`config.mk`:
```
export PLATFORM = sky130hd
export DESIGN_NAME = serial_subtractor
export DESIGN_NICKNAME = d
export VERILOG_FILES = /design/src/rtl/serial_subtractor.sv
export SDC_FILE = /design/constraint.sdc
export NUM_CORES = 1
export LEC_CHECK = 0
export ABC_AREA = 1
export CORE_UTILIZATION = 33
export DETAILED_ROUTE_END_ITERATION = 10
export PLACE_DENSITY_LB_ADDON = 0.15
export SYNTH_ARGS = -nofsm -noshare
export SYNTH_HDL_FRONTEND = slang
export SYNTH_SLANG_ARGS = --single-unit
```
`constraint.sdc`:
```
create_clock -name clk -period 1.7 [get_ports clk]
set_input_delay 0.255 -clock clk [delete_from_list [all_inputs] [get_ports clk]]
set_output_delay 0.255 -clock clk [all_outputs]
set_load 0.005 [all_outputs]
```
`src/rtl/serial_subtractor.sv`:
```
// Bit-serial subtractor: diff = a - b - bin over WIDTH cycles, LSB first,
// with one full-subtractor cell, one borrow flop and a start/ready/done handshake.
module serial_subtractor #(
    parameter int WIDTH = 4
) (
    input  logic             clk,
    input  logic             rst_n,
    input  logic             start,
    input  logic [WIDTH-1:0] a,
    input  logic [WIDTH-1:0] b,
    input  logic             bin,
    output logic             ready,
    output logic             busy,
    output logic             done,
    output logic [WIDTH-1:0] diff,
    output logic             bout
);

    localparam int CW = (WIDTH > 1) ? $clog2(WIDTH) : 1;
    localparam logic [CW-1:0] CNT_LAST = CW'(WIDTH - 1);

    typedef enum logic [1:0] {
        S_IDLE  = 2'd0,
        S_SHIFT = 2'd1,
        S_DONE  = 2'd2
    } state_t;

    function automatic logic fs_diff(input logic x, input logic y, input logic bi);
        return x ^ y ^ bi;
    endfunction

    function automatic logic fs_borrow(input logic x, input logic y, input logic bi);
        return (~x & y) | (~(x ^ y) & bi);
    endfunction

    state_t           state_q, state_d;
    logic [WIDTH-1:0] sa_q, sa_d;
    logic [WIDTH-1:0] sb_q, sb_d;
    logic [WIDTH-1:0] res_q, res_d;
    logic             br_q, br_d;
    logic [CW-1:0]    cnt_q, cnt_d;
    logic [WIDTH-1:0] diff_q, diff_d;
    logic             bout_q, bout_d;
    logic             ready_q, ready_d;
    logic             busy_q, busy_d;
    logic             done_q, done_d;

    logic             d_bit_s;
    logic             borrow_s;
    logic [WIDTH-1:0] res_shift_s;

    assign d_bit_s     = fs_diff(sa_q[0], sb_q[0], br_q);
    assign borrow_s    = fs_borrow(sa_q[0], sb_q[0], br_q);
    assign res_shift_s = {d_bit_s, res_q[WIDTH-1:1]};

    // Next-state, datapath and registered-output decode
    always_comb begin
        state_d = state_q;
        sa_d    = sa_q;
        sb_d    = sb_q;
        res_d   = res_q;
        br_d    = br_q;
        cnt_d   = cnt_q;
        diff_d  = diff_q;
        bout_d  = bout_q;
        case (state_q)
            S_IDLE: begin
                if (start) begin
                    sa_d    = a;
                    sb_d    = b;
                    br_d    = bin;
                    cnt_d   = {CW{1'b0}};
                    state_d = S_SHIFT;
                end else begin
                    state_d = S_IDLE;
                end
            end
            S_SHIFT: begin
                sa_d  = {1'b0, sa_q[WIDTH-1:1]};
                sb_d  = {1'b0, sb_q[WIDTH-1:1]};
                res_d = res_shift_s;
                br_d  = borrow_s;
                cnt_d = cnt_q + CW'(1);
                // The last bit is folded in directly so diff/bout land on the DONE entry edge
                if (cnt_q == CNT_LAST) begin
                    diff_d  = res_shift_s;
                    bout_d  = borrow_s;
                    state_d = S_DONE;
                end else begin
                    state_d = S_SHIFT;
                end
            end
            S_DONE: begin
                state_d = S_IDLE;
            end
            default: begin
                state_d = S_IDLE;
            end
        endcase
        ready_d = (state_d == S_IDLE);
        busy_d  = (state_d == S_SHIFT);
        done_d  = (state_d == S_DONE);
    end

    // State, datapath and output registers with asynchronous clear
    always_ff @(posedge clk or negedge rst_n) begin
        if (!rst_n) begin
            state_q <= S_IDLE;
            sa_q    <= {WIDTH{1'b0}};
            sb_q    <= {WIDTH{1'b0}};
            res_q   <= {WIDTH{1'b0}};
            br_q    <= 1'b0;
            cnt_q   <= {CW{1'b0}};
            diff_q  <= {WIDTH{1'b0}};
            bout_q  <= 1'b0;
            ready_q <= 1'b1;
            busy_q  <= 1'b0;
            done_q  <= 1'b0;
        end else begin
            state_q <= state_d;
            sa_q    <= sa_d;
            sb_q    <= sb_d;
            res_q   <= res_d;
            br_q    <= br_d;
            cnt_q   <= cnt_d;
            diff_q  <= diff_d;
            bout_q  <= bout_d;
            ready_q <= ready_d;
            busy_q  <= busy_d;
            done_q  <= done_d;
        end
    end

    assign ready = ready_q;
    assign busy  = busy_q;
    assign done  = done_q;
    assign diff  = diff_q;
    assign bout  = bout_q;

endmodule
```
==> metrics.txt, run 1 <==
# TYPE chip_impl_metric gauge
chip_impl_metric{name="final_min_period",unit="ps"} 1590
chip_impl_metric{name="clkTransAtPathRegs",unit="ps"} 140
chip_impl_metric{name="synth_enable_flop_cells",unit=""} 0
chip_impl_metric{name="setup_viol",unit=""} 0
chip_impl_info{name="critical_path.top_delay_family",value="flip-flops"} 1
chip_impl_metric{name="worstPathRequired",unit="ps"} 1440
chip_impl_metric{name="synth_warnings",unit=""} 0
chip_impl_metric{name="antenna_violating_nets_post_route",unit=""} 0
chip_impl_info{name="critical_path.cell_chain",value="clkdlybuf4s50_1"} 1
chip_impl_metric{name="final_net_count",unit=""} 152
chip_impl_metric{name="reg2reg_depth",unit=""} 4
chip_impl_metric{name="postSynthAreaPerCell",unit="um^2"} 9.42
chip_impl_metric{name="arrival",unit="ps"} 1330
chip_impl_metric{name="ir_drop",unit="V"} 0.000798
chip_impl_metric{name="p_per_area",unit="nW/um^2"} 1710
chip_impl_metric{name="worst_skew_pair.late_latency",unit="ps"} 310
chip_impl_info{name="critical_path.reg2reg.endpoint",value="sb_q[1]"} 1
chip_impl_metric{name="coreArea",unit="um^2"} 3100
chip_impl_info{name="synth_area_leader_cell",value="sky130_fd_sc_hd__dfrtp_1"} 1
chip_impl_metric{name="routed_via_density",unit=""} 4.20
chip_impl_metric{name="fin_skew",unit="ps"} 6.14
chip_impl_metric{name="wl",unit="um"} 1910
chip_impl_metric{name="delay_contributed_by_the_slowest_stage_of_the_critical_path",unit="ps"} 540
chip_impl_metric{name="routabilityCongestion",unit=""} 0.773
chip_impl_metric{name="postCtsSetupRepairBufs",unit=""} 0
chip_impl_metric{name="initial_antenna_violation_count",unit=""} 0
chip_impl_metric{name="io_pins",unit=""} 20
chip_impl_metric{name="timing_worst_slew_pin_value",unit="ps"} 450
chip_impl_info{name="post_synth_main_area_contributors",value="sky130_fd_sc_hd__dfrtp_1 (53%), sky130_fd_sc_hd__nand2_1 (15%), sky130_fd_sc_hd__o21ai_2 (4.8%)"} 1
chip_impl_metric{name="row_count",unit=""} 20
chip_impl_metric{name="detailedPlacementHpwl",unit="um"} 1330
chip_impl_info{name="clock_tree.root_cell",value="sky130_fd_sc_hd__clkbuf_4"} 1
chip_impl_metric{name="vias_after_detailed_routing",unit=""} 760
chip_impl_info{name="cp-end-kind",value="primary output"} 1
chip_impl_metric{name="syn_to_final_growth",unit="%"} 22.7
chip_impl_metric{name="timing.hold.ws",unit="ps"} 288
chip_impl_info{name="crit_path_start_kind",value="flip-flop"} 1
chip_impl_metric{name="seq_area_frac_synth",unit="%"} 55.1
chip_impl_info{name="synth.cells.most_frequent",value="sky130_fd_sc_hd__nand2_1 (43), sky130_fd_sc_hd__dfrtp_1 (23), sky130_fd_sc_hd__inv_1 (11)"} 1
chip_impl_metric{name="antenna_cells",unit=""} 0
chip_impl_metric{name="finalCritPeriodShare",unit="%"} 93.5
chip_impl_metric{name="grt_usage",unit="%"} 12.5
chip_impl_metric{name="ctsHoldBuffers",unit=""} 0
chip_impl_metric{name="max_cap_violations",unit=""} 0
chip_impl_info{name="yosys_most_used_dff",value="sky130_fd_sc_hd__dfrtp_1"} 1
chip_impl_metric{name="p_leak",unit="nW"} 0.671
chip_impl_metric{name="post_layout_total_power",unit="mW"} 2.29
chip_impl_metric{name="die_height",unit="um"} 59.5
chip_impl_metric{name="cts.path.max_buffers",unit=""} 2
chip_impl_metric{name="die_area",unit="um^2"} 3540
chip_impl_metric{name="final.setup.tns",unit="ps"} 0
chip_impl_metric{name="worst-path-buf-inv",unit=""} 1
chip_impl_metric{name="tritoncts.num_buffers",unit=""} 3
chip_impl_info{name="yosysMostFrequentCell",value="sky130_fd_sc_hd__nand2_1"} 1
chip_impl_metric{name="grt_start_max_net_pins",unit=""} 25
chip_impl_metric{name="netlist.area_leader.share",unit="%"} 52.7
chip_impl_metric{name="achievable-frequency",unit="MHz"} 629
chip_impl_metric{name="clkSinkCount",unit=""} 24
chip_impl_metric{name="die_width",unit="um"} 59.5
chip_impl_info{name="worst-setup-path-type",value="reg2out"} 1
chip_impl_info{name="hold_class",value="in2async"} 1
chip_impl_metric{name="postSynth.asyncResetShare",unit="%"} 100
chip_impl_metric{name="maxSlewHeadroom",unit="%"} 70.0
chip_impl_metric{name="ys_seq_elements",unit=""} 24
chip_impl_info{name="cts_tree",value="built"} 1
chip_impl_metric{name="fillers",unit=""} 328
chip_impl_metric{name="port_buffers",unit=""} 19
chip_impl_metric{name="syn-num-nets",unit=""} 130
chip_impl_metric{name="grt-ovfl-total",unit=""} 0
chip_impl_metric{name="post_synth_instance_area",unit="um^2"} 1090
chip_impl_metric{name="hold_viol_final",unit=""} 0
chip_impl_metric{name="final_layout_size_suffix_gt1_share",unit="%"} 16.8
chip_impl_metric{name="reg2reg_setup_slack",unit="ps"} 370
chip_impl_metric{name="cts.repair.resized",unit=""} 0
chip_impl_metric{name="timing.final.max_slew_violations",unit=""} 0
chip_impl_metric{name="first_pass_iters",unit=""} 4
chip_impl_metric{name="critical_path_peak_fanout",unit=""} 1
chip_impl_info{name="timing.rr.start",value="state_q[0]"} 1
chip_impl_metric{name="first_iter_violations",unit=""} 39
chip_impl_metric{name="route.detailed.wl_per_inst",unit="um"} 10.5
chip_impl_metric{name="first_global_vias",unit=""} 708
chip_impl_metric{name="syn_inst",unit=""} 116
chip_impl_metric{name="drc",unit=""} 0
chip_impl_info{name="critical-path-slowest-cell",value="sky130_fd_sc_hd__dfstp_2"} 1
chip_impl_metric{name="grt_pass1_wl",unit="um"} 3240
chip_impl_metric{name="seqCellArea",unit="um^2"} 602
chip_impl_metric{name="initial_core_util",unit="%"} 35.2
chip_impl_metric{name="synth.distinct_cells",unit=""} 16
chip_impl_metric{name="ctsHtreeMaxLevel",unit=""} 1
chip_impl_info{name="outcome",value="complete, no violations"} 1
chip_impl_info{name="unrepaired_setup_endpoints_after_global_routing",value="false"} 1
chip_impl_metric{name="multi_input_area",unit="um^2"} 388
==> power breakdown <==
part | switching, mW | internal, mW | leakage, nW | total [mW]
registers | 0.181 | 0.827 | 0.301 | 1.01
logic | 0.534 | 0.446 | 0.349 | 0.980
clock network | 0.172 | 0.131 | 0.0210 | 0.302
total | 0.887 | 1.40 | 0.671 | 2.29
==> placed cells by master, fill, tap and decap left out, drive strengths merged <==
master and count:
buf 2, o21ai 13, dfrtp 23, inv 13
nand4 1, ha 1, fa 1, nand3 8
dfstp 1, clkbuf 4, clkdlybuf4s50 19, nor2 1
nand2 50
==> area by class of cell <==
type                            count  share of cell area [%]
Sequential cell                    24                    44.9
Multi-Input combinational cell     75                    28.9
Timing Repair Buffer               21                    15.3
Tap cell                           44                    4.11
Inverter                           13                    4.01
Clock buffer                        4                    2.71
==> metal layers <==
metal  vias to the layer above  routed length [um]  global-route usage, %
met2                        15                 813                   18.6
met4                         0                  17                   6.98
met1                       343                 985                   17.0
li1                        400                   -                      -
met5                         -                   0                      0
met3                         2                  89                   2.40
==> through the flow <==
| stage | setup WS [ps] | utilization [%] | instance area [um^2] | std cells |
|---|---|---|---|---|
| after floorplan | 536 | - | 1090 | 116 |
| after global placement | 303 | 42.0 | 1300 | 177 |
| after detailed placement | 285 | 42.0 | 1300 | 177 |
| after CTS | 96.0 | 43.2 | 1340 | 181 |
| after global routing | 59.8 | 43.2 | 1340 | 181 |
| final | 110 | 43.2 | 1340 | 181 |
==> registers in the layout (all words and copies together), names as in the netlist <==
name	cells
diff	4
sa_q	4
sb_q	4
res_q	3
cnt_q	2
state_q	2
bout	1
br_q	1
busy	1
done	1
ready	1
==> cells by family after synthesis <==
kind of cell | Yosys count | synth area share [%]
adders and majority gates | 2 | 2.98
DFF | 24 | 55.1
buffers and inverters | 17 | 9.39
and+or+nand+nor | 60 | 24.5
AOI/OAI and AO/OA | 13 | 8.02
==> worst max-delay path by stage <==
| stage | startpoint | to | depth (start not counted) | slack, ps |
|---|---|---|---|---|
| floorplan | sa_q[0] | res_q[3] | 3 | 540 |
| global placement | start | sb_q[1] | 5 | 300 |
| detailed placement | start | sb_q[0] | 5 | 280 |
| CTS | ready | ready | 1 | 100 |
| global route | ready | ready | 1 | 60 |
| finish | ready | ready | 1 | 110 |
Note: power is estimated with default switching activity, not from simulation.
==> inputs of run 2 (changes only) <==
CORE_ASPECT_RATIO = 0.75   (was unset)
==> run 2 against run 1 <==
  * Core utilization up 1.2 points
  * Sequential cell count unchanged
  * First-iteration DRC count down 23%
  * Routed wire length down 0.63%
  * Critical path type unchanged
  * Largest cell class unchanged
  * Largest power group unchanged
==> metrics.txt, run 2 (synthesis results as in run 1) <==
# TYPE chip_impl_metric gauge
chip_impl_metric{name="worst-path-buf-inv",unit=""} 1
chip_impl_info{name="clock_tree.root_cell",value="sky130_fd_sc_hd__clkbuf_8"} 1
chip_impl_metric{name="initial_antenna_violation_count",unit=""} 0
chip_impl_metric{name="worstPathRequired",unit="ps"} 1440
chip_impl_metric{name="postCtsSetupRepairBufs",unit=""} 0
chip_impl_metric{name="placement.setup.worst_slack",unit="ps"} 300
chip_impl_metric{name="clkSinkCount",unit=""} 24
chip_impl_metric{name="grt_pass1_wl",unit="um"} 3450
chip_impl_info{name="crit_path_start_kind",value="flip-flop"} 1
chip_impl_metric{name="ctsHoldBuffers",unit=""} 0
chip_impl_metric{name="p_per_area",unit="nW/um^2"} 1760
chip_impl_metric{name="cts.path.max_buffers",unit=""} 2
chip_impl_metric{name="post_layout_total_power",unit="mW"} 2.37
chip_impl_metric{name="grt-ovfl-total",unit=""} 0
chip_impl_metric{name="routed_via_density",unit=""} 4.38
chip_impl_metric{name="fin_skew",unit="ps"} 6.40
chip_impl_info{name="cts_tree",value="built"} 1
chip_impl_metric{name="vias_after_detailed_routing",unit=""} 767
chip_impl_metric{name="ctsHtreeMaxLevel",unit=""} 1
chip_impl_metric{name="port_buffers",unit=""} 19
chip_impl_metric{name="delay_contributed_by_the_slowest_stage_of_the_critical_path",unit="ps"} 520
chip_impl_metric{name="syn_to_final_growth",unit="%"} 23.7
chip_impl_metric{name="grt_start_max_net_pins",unit=""} 25
chip_impl_info{name="critical_path.cell_chain",value="clkdlybuf4s50_1"} 1
chip_impl_metric{name="ir_drop",unit="V"} 0.000774
chip_impl_metric{name="fin_area",unit="um^2"} 1350
chip_impl_metric{name="instances_no_fill",unit=""} 175
chip_impl_metric{name="power.clock.fraction",unit="%"} 16.3
chip_impl_metric{name="fillers",unit=""} 301
chip_impl_metric{name="final_critical_path_setup_slack",unit="ps"} 175
chip_impl_info{name="critical_path.reg2reg.endpoint",value="diff[0]"} 1
chip_impl_info{name="critical_path.top_delay_family",value="flip-flops"} 1
chip_impl_metric{name="combinational_share_of_power",unit="%"} 41.2
chip_impl_metric{name="timing_worst_slew_pin_value",unit="ps"} 405
chip_impl_metric{name="first_pass_iters",unit=""} 4
chip_impl_metric{name="placed_cell_area",unit="um^2"} 1300
chip_impl_metric{name="die_area",unit="um^2"} 3550
chip_impl_metric{name="share_seq_of_total_power",unit="%"} 42.5
chip_impl_metric{name="multi_input_area",unit="um^2"} 388
chip_impl_metric{name="route.detailed.wl_per_inst",unit="um"} 10.8
chip_impl_metric{name="routabilityCongestion",unit=""} 0.826
chip_impl_metric{name="dpl.cell_count",unit=""} 171
chip_impl_metric{name="tritoncts.num_buffers",unit=""} 3
chip_impl_info{name="worst-setup-path-type",value="reg2out"} 1
chip_impl_metric{name="reg2reg_setup_slack",unit="ps"} 440
chip_impl_metric{name="io_pins",unit=""} 20
chip_impl_metric{name="final_min_period",unit="ps"} 1520
chip_impl_metric{name="achievable-frequency",unit="MHz"} 656
chip_impl_metric{name="seqCellArea",unit="um^2"} 602
chip_impl_metric{name="p_sw",unit="uW"} 889
chip_impl_metric{name="grt_usage",unit="%"} 13.7
chip_impl_metric{name="die_height",unit="um"} 51.8
chip_impl_metric{name="timing.final.max_slew_violations",unit=""} 0
chip_impl_metric{name="final_net_count",unit=""} 152
chip_impl_info{name="cp-end-kind",value="primary output"} 1
chip_impl_info{name="unrepaired_setup_endpoints_after_global_routing",value="false"} 1
chip_impl_metric{name="final_layout_size_suffix_gt1_share",unit="%"} 16.8
chip_impl_metric{name="finalCritPeriodShare",unit="%"} 89.7
chip_impl_metric{name="drc",unit=""} 0
chip_impl_metric{name="p_leak",unit="nW"} 0.679
chip_impl_info{name="most_common_cell_after_layout_fill_and_taps_aside",value="sky130_fd_sc_hd__nand2_1"} 1
chip_impl_metric{name="initial_core_util",unit="%"} 35.9
chip_impl_metric{name="maxSlewHeadroom",unit="%"} 73.0
chip_impl_info{name="timing.rr.start",value="state_q[0]"} 1
chip_impl_metric{name="wl",unit="um"} 1890
chip_impl_metric{name="reg2reg_depth",unit=""} 6
chip_impl_metric{name="antenna_cells",unit=""} 0
chip_impl_info{name="outcome",value="complete, no violations"} 1
chip_impl_metric{name="final.setup.tns",unit="ps"} 0
chip_impl_metric{name="hold_viol_final",unit=""} 0
chip_impl_info{name="critical-path-slowest-cell",value="sky130_fd_sc_hd__dfstp_2"} 1
chip_impl_info{name="most-common-layout-cells",value="sky130_fd_sc_hd__nand2_1 (43), sky130_fd_sc_hd__dfrtp_1 (23), sky130_fd_sc_hd__clkdlybuf4s50_1 (19)"} 1
chip_impl_metric{name="arrival",unit="ps"} 1270
chip_impl_metric{name="die_width",unit="um"} 68.4
chip_impl_metric{name="worst_skew_pair.late_latency",unit="ps"} 270
chip_impl_metric{name="critical_path_peak_fanout",unit=""} 1
chip_impl_metric{name="antenna_violating_nets_post_route",unit=""} 0
chip_impl_metric{name="p_int",unit="mW"} 1.48
chip_impl_metric{name="setup_viol",unit=""} 0
chip_impl_metric{name="first_global_vias",unit=""} 758
chip_impl_metric{name="max_cap_violations",unit=""} 0
chip_impl_metric{name="detailedPlacementHpwl",unit="um"} 1350
chip_impl_metric{name="cts.repair.resized",unit=""} 0
chip_impl_metric{name="first_iter_violations",unit=""} 30
chip_impl_metric{name="clkTransAtPathRegs",unit="ps"} 90
chip_impl_metric{name="swShare",unit="%"} 37.5
chip_impl_info{name="hold_class",value="in2async"} 1
chip_impl_metric{name="row_count",unit=""} 17
chip_impl_metric{name="coreArea",unit="um^2"} 3040
## run 2: cell count changes in the layout (fill, tap and decap cells not counted)
cell | previous run | this run
sky130_fd_sc_hd__clkbuf_4 | 3 | 0
sky130_fd_sc_hd__clkbuf_8 | 1 | 4
## run 2: power by group through the flow
stage	clock, mW	combinational [mW]	sequential, mW
after detailed placement	0	0.982	1.02
after floorplan	0	0.774	0.969
after global routing	0.431	1.13	1.05
after CTS	0.402	0.994	1.01
final	0.387	0.976	1.01
after global placement	0	0.983	1.01
## run 2: how the worst max path moves through the flow
stage          endpoint  startpoint  cells after the start  slack (ps)
4_1_cts           ready       ready                      1         160
3_5_place_dp    sb_q[1]       start                      5         300
3_3_place_gp    sa_q[0]       start                      5         350
5_1_grt           ready       ready                      1         110
6_report          ready       ready                      1         180
2_1_floorplan  res_q[3]     sa_q[0]                      3         540
## run 2: layout make-up
type / count / area share (%)
well taps: 38 / 3.52
repair buffers: 21 / 15.2
clock buffers: 4 / 4.07
inverters: 13 / 3.98
multi-input cells: 75 / 28.7
flip-flops and latches: 24 / 44.5
## run 2: layer usage
metal	GRT usage [%]	vias to the layer above	wire, um
met5	0	-	0
met4	5.21	0	10
met3	5.26	2	83
met2	19.8	12	846
met1	18.3	354	952
li1	-	399	-
## run 2: per-stage QoR
stage | hold WS [ps] | utilization (%)
after floorplan | -40.6 | -
after global placement | 461 | 42.6
after detailed placement | 463 | 42.6
after CTS | 349 | 44.4
after global routing | 384 | 44.4
final | 341 | 44.4
==> inputs of run 3 (changes only) <==
CORE_MARGIN = 2   (was unset)
CTS_CLUSTER_SIZE = 16   (was unset)
MAX_ROUTING_LAYER = met4   (was unset)
==> run 3 against run 2 <==
  * Non-clock buffer count did not move
  * Critical path type unchanged
  * Clock skew fell by 5.2 ps
  * Sequential share of layout area fell by 0.082 points
==> metrics.txt, run 3 (synthesis results as in run 1) <==
# TYPE chip_impl_metric gauge
chip_impl_info{name="outcome",value="complete, no violations"} 1
chip_impl_metric{name="ctsHoldBuffers",unit=""} 0
chip_impl_metric{name="achievable-frequency",unit="MHz"} 658
chip_impl_metric{name="worst_skew_pair.late_latency",unit="ps"} 260
chip_impl_metric{name="vias_after_detailed_routing",unit=""} 767
chip_impl_info{name="most-common-layout-cells",value="sky130_fd_sc_hd__nand2_1 (43), sky130_fd_sc_hd__dfrtp_1 (23), sky130_fd_sc_hd__clkdlybuf4s50_1 (19)"} 1
chip_impl_info{name="cts_tree",value="built"} 1
chip_impl_metric{name="dpl.cell_count",unit=""} 173
chip_impl_metric{name="cts.repair.resized",unit=""} 0
chip_impl_info{name="clock_tree.root_cell",value="sky130_fd_sc_hd__clkbuf_8"} 1
chip_impl_metric{name="seqCellArea",unit="um^2"} 602
chip_impl_info{name="worst-setup-path-type",value="reg2out"} 1
chip_impl_metric{name="ctsHtreeMaxLevel",unit=""} 1
chip_impl_metric{name="instances_no_fill",unit=""} 177
chip_impl_metric{name="drc",unit=""} 0
chip_impl_metric{name="coreArea",unit="um^2"} 3220
chip_impl_metric{name="die_height",unit="um"} 53.8
chip_impl_metric{name="routed_via_density",unit=""} 4.33
chip_impl_metric{name="postCtsSetupRepairBufs",unit=""} 0
chip_impl_metric{name="fin_area",unit="um^2"} 1350
chip_impl_metric{name="setup_viol",unit=""} 0
chip_impl_metric{name="first_global_vias",unit=""} 773
chip_impl_metric{name="utilization",unit="%"} 42.0
chip_impl_metric{name="worst-path-buf-inv",unit=""} 1
chip_impl_metric{name="antenna_violating_nets_post_route",unit=""} 0
chip_impl_metric{name="timing.final.max_slew_violations",unit=""} 0
chip_impl_metric{name="row_count",unit=""} 18
chip_impl_metric{name="die_width",unit="um"} 70.4
chip_impl_metric{name="multi_input_area",unit="um^2"} 388
chip_impl_info{name="critical-path-slowest-cell",value="sky130_fd_sc_hd__dfstp_2"} 1
chip_impl_metric{name="cts.path.max_buffers",unit=""} 2
chip_impl_info{name="most_common_cell_after_layout_fill_and_taps_aside",value="sky130_fd_sc_hd__nand2_1"} 1
chip_impl_metric{name="port_buffers",unit=""} 19
chip_impl_info{name="unrepaired_setup_endpoints_after_global_routing",value="false"} 1
chip_impl_metric{name="grt_start_max_net_pins",unit=""} 25
chip_impl_metric{name="final.setup.tns",unit="ps"} 0
chip_impl_metric{name="final_min_period",unit="ps"} 1520
chip_impl_metric{name="worstPathRequired",unit="ps"} 1440
chip_impl_metric{name="io_pins",unit=""} 20
chip_impl_metric{name="grt-ovfl-total",unit=""} 0
chip_impl_metric{name="initial_core_util",unit="%"} 33.9
chip_impl_metric{name="max_cap_violations",unit=""} 0
chip_impl_metric{name="first_pass_iters",unit=""} 4
chip_impl_metric{name="route.detailed.wl_per_inst",unit="um"} 11.0
chip_impl_metric{name="die_area",unit="um^2"} 3790
chip_impl_info{name="cp-end-kind",value="primary output"} 1
chip_impl_metric{name="final_layout_size_suffix_gt1_share",unit="%"} 16.8
chip_impl_metric{name="delay_contributed_by_the_slowest_stage_of_the_critical_path",unit="ps"} 520
chip_impl_metric{name="initial_antenna_violation_count",unit=""} 0
chip_impl_metric{name="final_net_count",unit=""} 152
chip_impl_metric{name="finalCritPeriodShare",unit="%"} 89.3
chip_impl_metric{name="p_per_area",unit="nW/um^2"} 1750
chip_impl_metric{name="ir_drop",unit="V"} 0.000846
chip_impl_metric{name="detailedPlacementHpwl",unit="um"} 1450
chip_impl_metric{name="fillers",unit=""} 332
chip_impl_metric{name="hold_viol_final",unit=""} 0
chip_impl_metric{name="syn_to_final_growth",unit="%"} 23.9
chip_impl_metric{name="clkSinkCount",unit=""} 24
chip_impl_metric{name="arrival",unit="ps"} 1260
chip_impl_metric{name="routabilityCongestion",unit=""} 0.811
chip_impl_metric{name="timing_worst_slew_pin_value",unit="ps"} 430
chip_impl_metric{name="final_critical_path_setup_slack",unit="ps"} 181
chip_impl_info{name="critical_path.cell_chain",value="clkdlybuf4s50_1"} 1
chip_impl_info{name="startpoint",value="ready"} 1
chip_impl_info{name="hold_class",value="in2async"} 1
chip_impl_metric{name="wl",unit="um"} 1940
chip_impl_metric{name="grt_usage",unit="%"} 12.6
chip_impl_metric{name="antenna_cells",unit=""} 0
chip_impl_metric{name="clkTransAtPathRegs",unit="ps"} 80
chip_impl_metric{name="first_iter_violations",unit=""} 26
chip_impl_metric{name="critical_path_peak_fanout",unit=""} 1
chip_impl_metric{name="p_leak",unit="nW"} 0.679
chip_impl_metric{name="grt_pass1_wl",unit="um"} 3440
chip_impl_info{name="timing.rr.start",value="state_q[0]"} 1
chip_impl_info{name="crit_path_start_kind",value="flip-flop"} 1
chip_impl_metric{name="maxSlewHeadroom",unit="%"} 71.3
chip_impl_metric{name="placed_cell_area",unit="um^2"} 1300
chip_impl_metric{name="fin_skew",unit="ps"} 1.21
chip_impl_metric{name="tritoncts.num_buffers",unit=""} 3
chip_impl_metric{name="placement.setup.worst_slack",unit="ps"} 263
chip_impl_info{name="critical_path.top_delay_family",value="flip-flops"} 1
-- run 3: cell counts in the layout (fill, tap and decap cells not counted) --
No cell type changed its count.
-- run 3: worst paths after layout --
path | to | slack (ps) | cells past startpoint
max | ready | 180 | 1
min | sa_q[1] | 340 | 2
max reg2reg | sa_q[0] | 390 | 4
min reg2reg | diff[0] | 480 | 2
max in group asynchronous | ready | 1080 | 2
min in group clk | diff[0] | 480 | 2
-- run 3: cell type report --
cell class | count | share of cell area, %
sequential | 24 | 44.5
multi-input combinational | 75 | 28.7
timing repair buffer | 21 | 15.2
clock buffer | 4 | 4.07
inverter | 13 | 3.97
tap | 40 | 3.70
-- run 3: routing by layer --
layer | track usage, % | wire length, um | vias up
li1 | - | - | 401
met2 | 20.8 | 861 | 13
met1 | 14.5 | 964 | 348
met5 | - | 0 | -
met4 | 4.81 | 30 | 0
met3 | 4.49 | 83 | 5
-- run 3: power breakdown --
group | switching, mW | internal [mW] | leakage (nW)
Sequential | 0.180 | 0.830 | 0.301
Combinational | 0.539 | 0.446 | 0.349
Clock | 0.174 | 0.207 | 0.0288
Total | 0.893 | 1.48 | 0.679
-- run 3: metrics by stage --
| stage | power, mW | hold slack, ps |
|---|---|---|
| 2_1_floorplan | 1.74 | -40.6 |
| 3_5_place_dp | 2.03 | 466 |
| 4_1_cts | 2.42 | 346 |
| 6_report | 2.38 | 340 |
| 5_1_grt | 2.61 | 371 |
| 3_3_place_gp | 2.01 | 464 |
